`src/rtl/eeprom_rx_path.sv`:
```
// SPI EEPROM receive path: deserializes MISO into bytes, feeds the rx FIFO through a
// one-entry holding register, and tracks length/done/overflow. Define EEPROM_RX_CRC_EN for CRC-8.
module eeprom_rx_path #(
    parameter int LEN_W  = 12,
    parameter int DATA_W = 8
) (
    input  logic              CLK,
    input  logic              RESET,
    input  logic              RX_START,
    input  logic [LEN_W-1:0]  RX_LEN,
    input  logic              RX_ABORT,
    input  logic              SCK_RISE,
    input  logic              MISO,
    input  logic              FIFO_FULL,
    output logic              FIFO_WE,
    output logic [DATA_W-1:0] FIFO_DATA,
    output logic              RX_BUSY,
    output logic              RX_DONE,
    output logic              RX_OVF,
    output logic [LEN_W-1:0]  BYTE_CNT,
    output logic [7:0]        RX_CRC
);

    typedef enum logic [1:0] {
        IDLE,
        SHIFT,
        DRAIN
    } state_t;

    state_t              state, state_next;
    logic                rst_sync;
    logic [DATA_W-1:0]   shreg;
    logic [2:0]          bit_cnt;
    logic [DATA_W-1:0]   hold_q;
    logic                hold_vld;
    logic [LEN_W-1:0]    len_q;
    logic [LEN_W-1:0]    byte_cnt_q;
    logic                fifo_we_q;
    logic [DATA_W-1:0]   fifo_data_q;
    logic                done_q;
    logic                done_next;
    logic                ovf_q;

    logic                start_ok;
    logic                start_load;
    logic                bit_strobe;
    logic                byte_done;
    logic                hold_drain;
    logic                direct_wr;
    logic                to_hold;
    logic                drop;
    logic [DATA_W-1:0]   new_byte;
    logic [LEN_W-1:0]    cnt_inc;

    // Reset assertion is immediate; release is retimed so logic first moves on the 2nd edge.
    always_ff @(posedge CLK or negedge RESET) begin
        if (!RESET) rst_sync <= 1'b0;
        else        rst_sync <= 1'b1;
    end

    assign start_ok   = (state == IDLE) && RX_START && !RX_ABORT;
    assign start_load = start_ok && (RX_LEN != '0);
    assign bit_strobe = (state == SHIFT) && SCK_RISE && !RX_ABORT;
    assign byte_done  = bit_strobe && (bit_cnt == 3'd7);
    assign new_byte   = {shreg[DATA_W-2:0], MISO};
    assign cnt_inc    = byte_cnt_q + LEN_W'(1);

    // The held byte drains first; a byte completing alongside it takes the freed slot.
    assign hold_drain = hold_vld && !FIFO_FULL && !RX_ABORT;
    assign direct_wr  = byte_done && !hold_vld && !FIFO_FULL;
    assign to_hold    = byte_done && (hold_drain || (!hold_vld && FIFO_FULL));
    assign drop       = byte_done && hold_vld && !hold_drain;

    always_ff @(posedge CLK or negedge rst_sync) begin
        if (!rst_sync) state <= IDLE;
        else           state <= state_next;
    end

    // NOTE: every comb output gets a default first so no path leaves it unassigned (no latch).
    always_comb begin
        state_next = state;
        done_next  = 1'b0;
        case (state)
            IDLE: begin
                if (start_ok) begin
                    if (RX_LEN != '0) state_next = SHIFT;
                    else              done_next  = 1'b1;
                end
            end
            SHIFT: begin
                if (RX_ABORT)                           state_next = IDLE;
                else if (byte_done && cnt_inc == len_q) state_next = DRAIN;
            end
            DRAIN: begin
                if (RX_ABORT) begin
                    state_next = IDLE;
                end else if (!hold_vld) begin
                    state_next = IDLE;
                    done_next  = 1'b1;
                end
            end
            default: state_next = IDLE;
        endcase
    end

`ifdef EEPROM_RX_CRC_EN
    logic [7:0] crc_q;

    function automatic logic [7:0] crc8_byte(input logic [7:0] crc, input logic [7:0] data);
        logic [7:0] c;
        c = crc ^ data;
        for (int i = 0; i < 8; i++) c = c[7] ? ((c << 1) ^ 8'h07) : (c << 1);
        return c;
    endfunction

    // Dropped bytes are still folded in: the CRC covers what the EEPROM sent.
    always_ff @(posedge CLK or negedge rst_sync) begin
        if (!rst_sync)      crc_q <= 8'h00;
        else if (start_load) crc_q <= 8'h00;
        else if (byte_done)  crc_q <= crc8_byte(crc_q, new_byte);
    end

    assign RX_CRC = crc_q;
`else
    assign RX_CRC = 8'h00;
`endif

    // NOTE: sequential state uses non-blocking assignments so every flop samples pre-edge values.
    always_ff @(posedge CLK or negedge rst_sync) begin
        if (!rst_sync) begin
            shreg       <= '0;
            bit_cnt     <= 3'd0;
            hold_q      <= '0;
            hold_vld    <= 1'b0;
            len_q       <= '0;
            byte_cnt_q  <= '0;
            fifo_we_q   <= 1'b0;
            fifo_data_q <= '0;
            done_q      <= 1'b0;
            ovf_q       <= 1'b0;
        end else begin
            fifo_we_q <= 1'b0;
            done_q    <= done_next;
            if (RX_ABORT) begin
                hold_vld <= 1'b0;
                bit_cnt  <= 3'd0;
                shreg    <= '0;
            end else if (start_load) begin
                len_q      <= RX_LEN;
                bit_cnt    <= 3'd0;
                shreg      <= '0;
                byte_cnt_q <= '0;
                ovf_q      <= 1'b0;
            end else begin
                if (bit_strobe) begin
                    shreg   <= new_byte;
                    bit_cnt <= bit_cnt + 3'd1;
                end
                if (hold_drain) begin
                    fifo_we_q   <= 1'b1;
                    fifo_data_q <= hold_q;
                    hold_vld    <= 1'b0;
                end else if (direct_wr) begin
                    fifo_we_q   <= 1'b1;
                    fifo_data_q <= new_byte;
                end
                if (to_hold) begin
                    hold_q   <= new_byte;
                    hold_vld <= 1'b1;
                end
                if (drop) ovf_q <= 1'b1;
                if (byte_done && byte_cnt_q != len_q) byte_cnt_q <= cnt_inc;
            end
        end
    end

    assign FIFO_WE   = fifo_we_q;
    assign FIFO_DATA = fifo_data_q;
    assign RX_BUSY   = (state != IDLE);
    assign RX_DONE   = done_q;
    assign RX_OVF    = ovf_q;
    assign BYTE_CNT  = byte_cnt_q;

endmodule

```
`config.mk`:
```
export PLATFORM = sky130hd
export DESIGN_NAME = eeprom_rx_path
export DESIGN_NICKNAME = d
export VERILOG_FILES = /design/src/rtl/eeprom_rx_path.sv
export SDC_FILE = /design/constraint.sdc
export NUM_CORES = 1
export LEC_CHECK = 0
export ABC_CLOCK_PERIOD_IN_PS = 2200
export BUFFER_PORTS_ARGS = -buffer_cell sky130_fd_sc_hd__clkbuf_2
export CORE_MARGIN = 2
export CORE_UTILIZATION = 56
export CTS_CLUSTER_SIZE = 25
export DETAILED_ROUTE_END_ITERATION = 12
export PLACE_DENSITY = 0.92
export SYNTH_ARGS = -nofsm -noshare
export SYNTH_HDL_FRONTEND = slang
export SYNTH_SLANG_ARGS = --single-unit
```
`constraint.sdc`:
```
create_clock -name CLK -period 2.2 [get_ports CLK]
set_input_delay 0.11 -clock CLK [delete_from_list [all_inputs] [get_ports CLK]]
set_output_delay 0.11 -clock CLK [all_outputs]
set_load 0.05 [all_outputs]
```
==> Word level (Yosys, flattened, before mapping) <==
Index checks and enable logic that the tools add are counted.
{ "word_totals": {"memories": 0, "romBits": 0, "ff_bits": 57, "ramBits": 0, "input_bits": 19, "latchBits": 0} }
{ "op_classes": {"n_reduce_logical": 36, "n_lt_le_gt_ge": 0, "bitwise": 2, "mux": 32, "mul": 0, "shift": 0, "eq_ne": 10, "div": 0, "n_addsub": 2} }
{ "ops": {"columns": ["op", "n"], "rows": [
  ["two-way mux 12 bit", 2],
  ["two-way mux 7 bit", 3],
  ["logical AND 1 bit", 16],
  ["two-way mux 8 bit", 2],
  ["two-way mux 1 bit", 14],
  ["adder 12 x 1 -> 12 bit, second input constant", 1],
  ["== test 12 bit", 1],
  ["two-way mux 2 bit", 6],
  ["!= test 12 bit", 1],
  ["nonzero test 12 bit", 1],
  ["two-way mux 3 bit", 3],
  ["AND reduction 2 bit", 4],
  ["nonzero test 2 bit", 4],
  ["one-hot mux 2 bit (3 select lines)", 1],
  ["AND reduction 3 bit", 2],
  ["nonzero test 3 bit", 2],
  ["logical NOT 1 bit", 4],
  ["!= test 2 bit, second input constant", 2],
  ["AND reduction 4 bit", 1],
  ["adder 3 x 1 -> 3 bit, second input constant", 1],
  ["== test 3 bit, second input constant", 1],
  ["!= test 3 x 2 -> 1 bit, second input constant", 1],
  ["!= test 3 bit, second input constant", 1],
  ["== test 2 x 1 -> 1 bit, second input constant", 1],
  ["6 further kinds", 7]
]} }

==> Depth between registers and ports, before layout <==
Gate-level depths: netlist of run 1.
{ "depth": {"word_depth": 10, "ltp_mapped": 9, "depth_no_buf": 7} }

==> Worst setup path before layout of run 1 <==
OpenSTA, ideal clock, no wires.
{ "synth_timing": {"path_kind": "register to register", "startpoint": "register byte_cnt_q[2], in the netlist BYTE_CNT[2]", "endpoint": "register state[0]", "stages_incl_launch_ff": 9, "period_less_slack_ns": 2.580, "arrival_time_ns": 2.462, "path_slack_ns": -0.380, "t_required_ns": 2.082, "setup_time_ns": 0.118, "path_buffers": 2, "cell_sequence": "dfrtp_1 > buf_2 > and4_1 > buf_6 > nand4_4 > a32o_1 > o32a_1 > or3_1 > a21o_1"} }
{ "synth_via": {"elab_chain_len": 5} }
{ "synth_rtl": {"columns": ["element", "line", "source"], "rows": [
  ["start: declaration", "37", "logic [LEN_W-1:0] byte_cnt_q;"],
  ["start signal: assignment", "172", "if (byte_done && byte_cnt_q != len_q) byte_cnt_q <= cnt_inc;"],
  ["adder 12 x 1 -> 12 bit", "66", "assign cnt_inc = byte_cnt_q + LEN_W'(1);"],
  ["== test 12 bit", "92", "else if (byte_done && cnt_inc == len_q) state_next = DRAIN;"],
  ["logical AND 1 bit", "92", null],
  ["!= test 3 x 2 -> 1 bit (no line)", null, null],
  ["AND reduction 4 bit (no line)", null, null],
  ["end signal: assignment", "76", "else state <= state_next;"],
  ["end: declaration", "30", "state_t state, state_next;"]
]} }
No other way between the ends.
A chain may end at the register's enable or synchronous reset.

==> Worst setup path in the final report of run 1 <==
{ "layout_timing": {"startpoint": "register byte_cnt_q[4], in the netlist BYTE_CNT[4]", "endpoint": "register state[0]"} }
Same word-level chain as after synthesis.

==> impl_metrics.toml, run 1 <==
[timing]
finalCritPeriodShare_pct = 97.3
post-route-min-period_ps = 2140
fmax_mhz = 467
maxSlewViolCount = 0
worst_pin_slew_ps = 564
setup_ws_ps = 59.2
slew_headroom_pct = 62.1
fin_tns_setup_ps = 0
setup_viol = 0
hold_viol = 0
finClkSkew_ps = 6.84

[synth]
synthAdderAreaFrac_pct = 1.68
yosys_warnings = 0
yosys.area_share.simple_pct = 16.5
synth_cells = 288
async_flop_share_pct = 100
yosys.area.top_type = "dfrtp_1"
synth.avg_cell_area_sq_um = 10.3
synthMuxAreaShare_pct = 10.3
synth_seq_cells = 57
synth_flop_cell = "dfrtp_1"
synthTopCellsByArea = "dfrtp_1 (48%), mux2_2 (7.6%), xnor2_1 (5.9%)"
synth_cell_types = 51
synthesis.area_sq_um = 2980
synth-xor-area-share_pct = 7.36
synth-seq-area-share_pct = 47.9
synth_top_family_by_area = "simple AND/OR/NAND/NOR gates"
synth_compound_area_share_pct = 10.9
synth_edf_count = 0
synth_top_cell_area_share_pct = 47.9

[hold_path]
hp-class = "input pin to flop"
min_to = "len_q[11]$_DFFE_PN0P_"
hold_depth = 2
worstHoldStart = "RX_LEN[11]"

[global_route]
antenna_found_initial = 0
first_global_vias = 2374
overflow = 0
grt_start_max_net_pins = 26
grt_usage_pct = 25.1
grt_pass1_wl_um = 11500

[finish]
final_nets = 369
final_area_sq_um = 3640
n_antenna_cell = 0
area_growth_pct = 22.3
drive_above_1_share_pct = 34.8
finish.utilization_pct = 71.3
fillers = 365

[place]
dp.final_hpwl_um = 5060
finalWeightedCongestion = 0.945
io_buffer_count = 42
placed_area_sq_um = 3350
dp_slack_ps = 50.6

[clocking]
clockBufferDepth = 2
cts_sinks = 57
cts_buffers = 9
clk_latency_ps = 340
cts_tree = "yes"
htreeDepth = 3
clk_pin_slew_worst_paths_ps = 70
root_buffer = "clkbuf_8"

[setup_path]
worstReg2RegStart = "BYTE_CNT[4]$_DFFE_PN0P_"
rr_worst_depth = 6
crit_type = "flop to flop"
reg2reg_to = "state[0]$_DFFE_PN0P_"
ff2ff_setup_slack_ps = 60
crit_chain = "and4_1, nand4_4, a32o_1, o32a_1, or3_1, a21o_1"
critPathLaunch = "BYTE_CNT[4]$_DFFE_PN0P_"
critPathCaptureType = "flop"
crit_arrival_ps = 2370
crit_path_max_incr_delay_ps = 420
crit_required_ps = 2430
cpMaxStageDelayCell = "dfrtp_2"
critPathLaunchType = "flop"
crit_path_max_fanout = 8

[floorplan]
core_area_sq_um = 5110
initial_utilization_pct = 58.3
die_h_um = 76.9
num_io_pins = 51
fp-row-count = 26
fp.dieArea_sq_um = 5910
die_w_um = 76.9

[power_and_ir_drop]
leakagePower_uw = 0.00164
vdd_drop_max_mv = 0.615
power_per_cell_area_nw_per_um2 = 747

[detailed_routing]
drc_errors = 0
dr.pass1.iters = 4
via_per_inst = 5.75
num_vias = 2422
drtIter0Drc = 265
wl_per_cell_um = 16.7
wirelength_um = 7020
ant_nets = 0

[job]
maxCapViolations = 0

[status]
status = "finished, final reports clean"
sequential cells by signal (all words and copies together) (netlist names):
signal and flops:
rst_sync 1, state 2, bit_cnt 3, hold_vld 1
BYTE_CNT 12, RX_DONE 1, FIFO_DATA 8, len_q 12
RX_OVF 1, shreg 7, hold_q 8, FIFO_WE 1
layout make-up:
type | instances | area, sq um | share of cell area, %
Multi-Input combinational cell | 209 | 1460 | 40.2
Timing Repair Buffer | 63 | 378 | 10.4
Clock buffer | 10 | 138 | 3.78
Sequential cell | 57 | 1440 | 39.5
Clock inverter | 6 | 114 | 3.13
Inverter | 6 | 22.5 | 0.619
Tap cell | 70 | 87.6 | 2.41
metrics by stage:
stage               total power [uW]  instances  hold slack (ps)
floorplan                       1420        295             -186
global placement                1480        404             -114
detailed placement              1500        404             -110
CTS                             2720        421             14.4
global route                    2810        421             33.8
finish                          2720        421             21.9
cell families after synthesis:
logic type / after synthesis
buffers and inverters: 29
DFF: 57
and+or+nand+nor: 89
muxes: 28
xor gates and xnor gates: 25
adders and majority gates: 4
other: 2
AOI/OAI and AO/OA: 54
power breakdown:
group,internal (uW),switching [uW]
sequential,1100,71.9
combinational,143,180
clock,786,437
cells in the mapped netlist, types with 3 or more instances:
cell type	instances
dfrtp_1	57
a21oi_1	27
nand2_1	25
mux2_2	20
xnor2_1	20
nor2_1	19
o21ai_0	11
clkbuf_1	10
buf_4	9
mux2i_1	8
nor4_1	7
inv_1	6
xor2_1	5
ha_1	4
nand3_1	4
or3_1	4
buf_2	3
nand4_1	3
nor2b_1	3
nor3_1	3
worst max-delay path: cells and delay by family (launching register included):
family           cells  cell delay [ps]
flip-flops           1              420
AND/OR/NAND/NOR      3              920
AO/OA/AOI/OAI        3              700
placed cells by master, fill, tap and decap left out, types with 10 or more instances in the layout:
master    count
nor2_1       19
a21oi_1      27
dfrtp_1      47
clkbuf_8     10
nand2_1      25
dfrtp_2      10
mux2_2       20
clkbuf_2     42
o21ai_0      11
xnor2_1      19
buf_4        19
worst max path at each step:
stage,end,depth (start not counted)
6_report,state[0]$_DFFE_PN0P_,6
5_1_grt,BYTE_CNT[6]$_DFFE_PN0P_,6
4_1_cts,BYTE_CNT[8]$_DFFE_PN0P_,6
3_5_place_dp,BYTE_CNT[8]$_DFFE_PN0P_,6
3_3_place_gp,len_q[3]$_DFFE_PN0P_,4
2_1_floorplan,state[0]$_DFFE_PN0P_,8
layer usage:
| metal | GRT usage [%] | share of wire, % |
|---|---|---|
| met1 | 33.1 | 42 |
| met2 | 40.1 | 48 |
| met3 | 6.59 | 8.2 |
| met4 | 9.27 | 1.6 |
| met5 | 0 | 0 |
timing repair:
item,4_1_cts,5_1_grt
setup buffers,0,0
gates resized for setup,0,5
hold buffers,1,0
setup endpoints to repair,0,8
hold endpoints to repair,1,0
Note: power is estimated with default switching activity, not from simulation.
==> inputs of run 2 (changes only) <==
==> config.mk (replaced) <==
export PLATFORM = sky130hd
export DESIGN_NAME = eeprom_rx_path
export DESIGN_NICKNAME = d
export VERILOG_FILES = /design/src/rtl/eeprom_rx_path.sv
export SDC_FILE = /design/constraint.sdc
export NUM_CORES = 1
export LEC_CHECK = 0
export ABC_CLOCK_PERIOD_IN_PS = 2050
export BUFFER_PORTS_ARGS = -buffer_cell sky130_fd_sc_hd__clkbuf_2
export CAP_MARGIN = 20
export CORE_MARGIN = 2
export CORE_UTILIZATION = 50
export CTS_CLUSTER_SIZE = 25
export DETAILED_ROUTE_END_ITERATION = 12
export PLACE_DENSITY = 0.84
export SYNTH_ARGS = -nofsm -noshare
export SYNTH_HDL_FRONTEND = slang
export SYNTH_SLANG_ARGS = --single-unit
==> constraint.sdc (replaced) <==
create_clock -name CLK -period 2.05 [get_ports CLK]
set_input_delay 0.1025 -clock CLK [delete_from_list [all_inputs] [get_ports CLK]]
set_output_delay 0.1025 -clock CLK [all_outputs]
set_load 0.05 [all_outputs]
==> run 2 against run 1 <==
  * The run now ends with negative setup slack left
  * Sequential share of layout area shrank 2.5 points
  * Clock power grew 9%
  * Largest power group unchanged
  * Routed wire length grew 5.0%
  * Die area grew 11%
  * Cell area grew 6.9%
  * Power grew 9.5%
  * Highest routed layer unchanged
  * Worst hold slack lost 10 ps
  * Critical endpoint unchanged
==> impl_metrics.toml, run 2 (same netlist as run 1, synthesis figures left out) <==
[status]
status = "complete, but fails checks"
violations = "negative setup slack"

[setup_path]
crit_path_max_incr_delay_ps = 440
crit_required_ps = 2300
ff2ff_setup_slack_ps = -30
crit_chain = "buf_4, and4_4, and3_2, nor4_4, o2111ai_2, or3_1, a21o_1"
critPathCaptureType = "flop"
critPathLaunchType = "flop"
crit_arrival_ps = 2330
cp_top_family = "simple AND/OR/NAND/NOR gates"
crit_type = "flop to flop"
cp.buffers_inverters = 1
crit_path_max_fanout = 8
cpMaxStageDelayCell = "dfrtp_2"

[finish]
fillers = 418
final_cell_mix = "dfrtp_1 (45), clkbuf_2 (42), buf_4 (30)"
final_nets = 385
seqCellArea_sq_um = 1440
stdcell_count = 442
drive_above_1_share_pct = 40.6
layout_commonest_cell = "dfrtp_1"
multi_input_area_sq_um = 1540
n_antenna_cell = 0
area_growth_pct = 30.7

[place]
finalWeightedCongestion = 0.907
io_buffer_count = 42
dp.final_hpwl_um = 5010
placed_cells = 420

[hold_path]
hp-class = "input pin to flop"

[global_route]
antenna_found_initial = 0
grt_pass1_wl_um = 11700
grt_usage_pct = 23.9
grt_start_max_net_pins = 40
first_global_vias = 2367
overflow = 0

[detailed_routing]
via_per_inst = 5.70
ant_nets = 0
num_vias = 2520
dr.pass1.iters = 6
drtIter0Drc = 244
drc_errors = 0
wirelength_um = 7380
wl_per_cell_um = 16.7

[timing]
setup_viol = 1
fmax_mhz = 480
hold_viol = 0
post-route-min-period_ps = 2080
finalCritPeriodShare_pct = 102
rsz0062_at_grt = "true"
setup_ws_ps = -33.0
fin_tns_setup_ps = -33.0
finClkSkew_ps = 13.1
maxSlewViolCount = 0

[floorplan]
die_w_um = 81.2
initial_utilization_pct = 50.9
fp-row-count = 28
fp.dieArea_sq_um = 6590
die_h_um = 81.2
num_io_pins = 51
core_area_sq_um = 5850

[clocking]
cts_buffers = 9
cts_tree = "yes"
htreeDepth = 3
clockBufferDepth = 2
clk_latency_ps = 350
clk_pin_slew_worst_paths_ps = 80
root_buffer = "clkbuf_8"
cts_sinks = 57

[power_and_ir_drop]
power_per_cell_area_nw_per_um2 = 766
vdd_drop_max_mv = 0.562
leakagePower_uw = 0.00177

[job]
maxCapViolations = 0
run 2: cell types whose count changed in the layout (fill, tap and decap cells not counted), moves of 2 or more:
cell,previous run,this run
dfrtp_2,10,12
clkinvlp_4,2,0
buf_6,0,3
nor4_1,6,4
clkinv_4,0,3
xnor2_1,19,17
buf_12,0,3
xnor2_2,1,3
dfrtp_1,47,45
and4_4,0,2
and4_1,2,0
buf_4,19,30
run 2: worst paths after layout:
kind	from	end	depth (start not counted)
worst min-delay path	RX_LEN[11]	len_q[11]$_DFFE_PN0P_	2
max in group asynchronous	rst_sync$_DFF_PN0_	BYTE_CNT[5]$_DFFE_PN0P_	1
worst max-delay path	BYTE_CNT[3]$_DFFE_PN0P_	state[0]$_DFFE_PN0P_	7
min in group asynchronous	RESET	rst_sync$_DFF_PN0_	2
worst min register to register	rst_sync$_DFF_PN0_	BYTE_CNT[1]$_DFFE_PN0P_	0
worst max register to register	BYTE_CNT[3]$_DFFE_PN0P_	state[0]$_DFFE_PN0P_	7
run 2: layout make-up:
type                       instances  area share, %
inverter                           6          0.579
clock buffer                       9           3.18
tap                               75           2.41
multi-input combinational        209           39.6
clock inverter                     7           3.28
sequential                        57           37.1
timing repair buffer              79           13.9
run 2: per-layer routing:
metal,share of wire (%),global-route usage [%]
met3,6.5,5.67
met5,0,0
met2,49,36.5
met4,2.0,10.0
met1,43,32.8
run 2: through the flow:
stage,utilization [%],instance area [sq um],worst slack (ps),total power [uW],hold WS [ps]
after floorplan,-,3050,-202,1520,-193
after global placement,59.4,3470,-8.66,1610,-122
after detailed placement,59.4,3470,-126,1620,-120
after CTS,65.3,3820,0.258,2970,1.41
after global routing,66.5,3890,-82.5,3080,10.8
final,66.5,3890,-33.0,2980,12.0
run 2: power by group:
group | internal [uW] | switching, uW | leakage (uW)
registers | 1180 | 72.8 | 0.000747
clock network | 821 | 512 | 0.000126
logic | 179 | 211 | 0.000903
run 2: timing repair:
item,in CTS,in global routing
pin swaps,4,1
endpoints found under the setup margin,8,26
hold buffers,1,0
setup buffers,4,1
endpoints found under the hold margin,1,0
resized for setup,9,14
==> inputs of run 3 (changes only) <==
--- a/config.mk
+++ b/config.mk
@@ -6,9 +6,9 @@
 export NUM_CORES = 1
 export LEC_CHECK = 0
 export ABC_CLOCK_PERIOD_IN_PS = 2050
-export BUFFER_PORTS_ARGS = -buffer_cell sky130_fd_sc_hd__clkbuf_2
+export BUFFER_PORTS_ARGS = -buffer_cell sky130_fd_sc_hd__buf_2
 export CAP_MARGIN = 20
-export CORE_MARGIN = 2
+export CORE_MARGIN = 5
 export CORE_UTILIZATION = 50
 export CTS_CLUSTER_SIZE = 25
 export DETAILED_ROUTE_END_ITERATION = 12
==> run 3 against run 2 <==
  * The run still ends with negative setup slack left
  * Maximum frequency shrank 3.7%
  * Non-clock buffer count grew 15
  * Critical path depth is the same
  * Highest routed layer unchanged
  * Register-to-register slack lost 80 ps
  * Critical endpoint unchanged
  * Global-route usage shrank 3.2 points
  * Clock power shrank 8%
  * Worst hold slack is essentially flat
==> impl_metrics.toml, run 3 (same netlist as run 1, synthesis figures left out) <==
[timing]
worst_pin_slew_ps = 510
setup_viol = 1
hold_viol = 0
slew_headroom_pct = 66.0
rsz0062_at_grt = "true"
setup_ws_ps = -114
post-route-min-period_ps = 2160
fmax_mhz = 462
maxSlewViolCount = 0
worst_hold_slack_ps = 11.6
finClkSkew_ps = 13.4
finalCritPeriodShare_pct = 106

[detailed_routing]
wirelength_um = 7650
wl_per_cell_um = 16.7
drc_errors = 0
ant_nets = 0
dr.pass1.iters = 5
drtIter0Drc = 236
num_vias = 2539
via_per_inst = 5.56

[place]
finalWeightedCongestion = 0.892
io_buffer_count = 42
dp.final_hpwl_um = 5260
placed_area_sq_um = 3560

[power_and_ir_drop]
leakagePower_uw = 0.00183
fin_total_pwr_uw = 2930
power_per_cell_area_nw_per_um2 = 740
vdd_drop_max_mv = 0.725

[finish]
final_cell_mix = "dfrtp_1 (45), buf_4 (45), buf_2 (42)"
drive_above_1_share_pct = 42.9
final_nets = 400
area_growth_pct = 33.1
n_antenna_cell = 0
final_area_sq_um = 3960
fillers = 417

[clocking]
clk_latency_ps = 340
cts_tree = "yes"
cts_sinks = 57
clk_pin_slew_worst_paths_ps = 80
cts_buffers = 9
clockBufferDepth = 2
root_buffer = "clkbuf_8"
htreeDepth = 3

[setup_path]
critPathLaunchType = "flop"
critPathCaptureType = "flop"
crit_path_max_fanout = 6
crit_arrival_ps = 2400
crit_path_max_incr_delay_ps = 440
cpMaxStageDelayCell = "dfrtp_2"
crit_required_ps = 2290
crit_chain = "ha_2, buf_4, nor4_1, a31oi_1, o32a_1, or3_1, a21o_1"
crit_type = "flop to flop"

[floorplan]
core_area_sq_um = 5850
initial_utilization_pct = 50.9
num_io_pins = 51
fp-row-count = 28
die_h_um = 87.2
fp.dieArea_sq_um = 7600
die_w_um = 87.2

[global_route]
grt_start_max_net_pins = 37
grt_pass1_wl_um = 12100
antenna_found_initial = 0
grt_usage_pct = 20.7
first_global_vias = 2520
overflow = 0

[status]
status = "complete, but fails checks"
violations = "negative setup slack"

[job]
maxCapViolations = 0

[hold_path]
hp-class = "input pin to flop"
## run 3: cell types whose count changed in the layout (fill, tap and decap cells not counted), sizes merged
cell	before	now
buf	36	93
clkbuf	51	10
clkinvlp	0	1
bufinv	3	2
clkinv	3	2
## run 3: repair_timing
| action | CTS | global route |
|---|---|---|
| hold buffers | 1 | 0 |
| setup buffers | 1 | 7 |
| pin swaps | 2 | 4 |
| setup endpoints to repair | 22 | 31 |
| gates resized for setup | 6 | 17 |
| endpoints found under the hold margin | 1 | 0 |
## run 3: power breakdown
part	leakage [uW]	switching [uW]	internal (uW)	total [uW]
logic	0.000972	233	227	460
registers	0.000747	65.8	1180	1250
clock network	0.000113	503	722	1230
total	0.00183	802	2130	2930
## run 3: area by class of cell
cell class | instances | area [sq um] | area share [%]
inverters | 6 | 22.5 | 0.569
clock inverters | 6 | 90.1 | 2.27
flip-flops and latches | 57 | 1440 | 36.4
well taps | 75 | 93.8 | 2.37
clock buffers | 10 | 138 | 3.47
repair buffers | 94 | 647 | 16.3
multi-input cells | 209 | 1530 | 38.6
## run 3: path summary, 6_finish.rpt
kind / slack (ps) / depth (start not counted) / end / startpoint
setup / recovery: -110 / 7 / state[0]$_DFFE_PN0P_ / BYTE_CNT[0]$_DFFE_PN0P_
hold / removal: 10 / 2 / len_q[0]$_DFFE_PN0P_ / RX_LEN[0]
setup reg to reg: -110 / 7 / state[0]$_DFFE_PN0P_ / BYTE_CNT[0]$_DFFE_PN0P_
hold reg to reg: 240 / 0 / len_q[3]$_DFFE_PN0P_ / rst_sync$_DFF_PN0_
max in group asynchronous: 1230 / 1 / BYTE_CNT[4]$_DFFE_PN0P_ / rst_sync$_DFF_PN0_
min in group asynchronous: 50 / 2 / rst_sync$_DFF_PN0_ / RESET
## run 3: worst max-delay path, delay by kind of cell, from the launching register on
kind / cells / cell delay [ps]
adder cells (fa/ha/maj): 1 / 220
AO/OA/AOI/OAI: 3 / 440
buffers and inverters: 1 / 170
flip-flops: 1 / 440
AND/OR/NAND/NOR: 2 / 780
## run 3: metrics by stage
step | cells | util, % | TNS, ps | worst slack [ps]
finish | 457 | 67.7 | -114 | -114
global route | 457 | 67.7 | -164 | -147
CTS | 450 | 65.6 | -546 | -89.7
detailed placement | 432 | 60.9 | -976 | -213
global placement | 432 | 60.9 | -159 | -155
floorplan | 295 | - | -205 | -202
## run 3: per-layer routing
metal	routed length, um	share of wire, %	track usage, %
met1	3290	43	28.7
met2	3520	46	32.5
met3	662	8.7	5.01
met4	170	2.2	6.00
met5	0	0	0
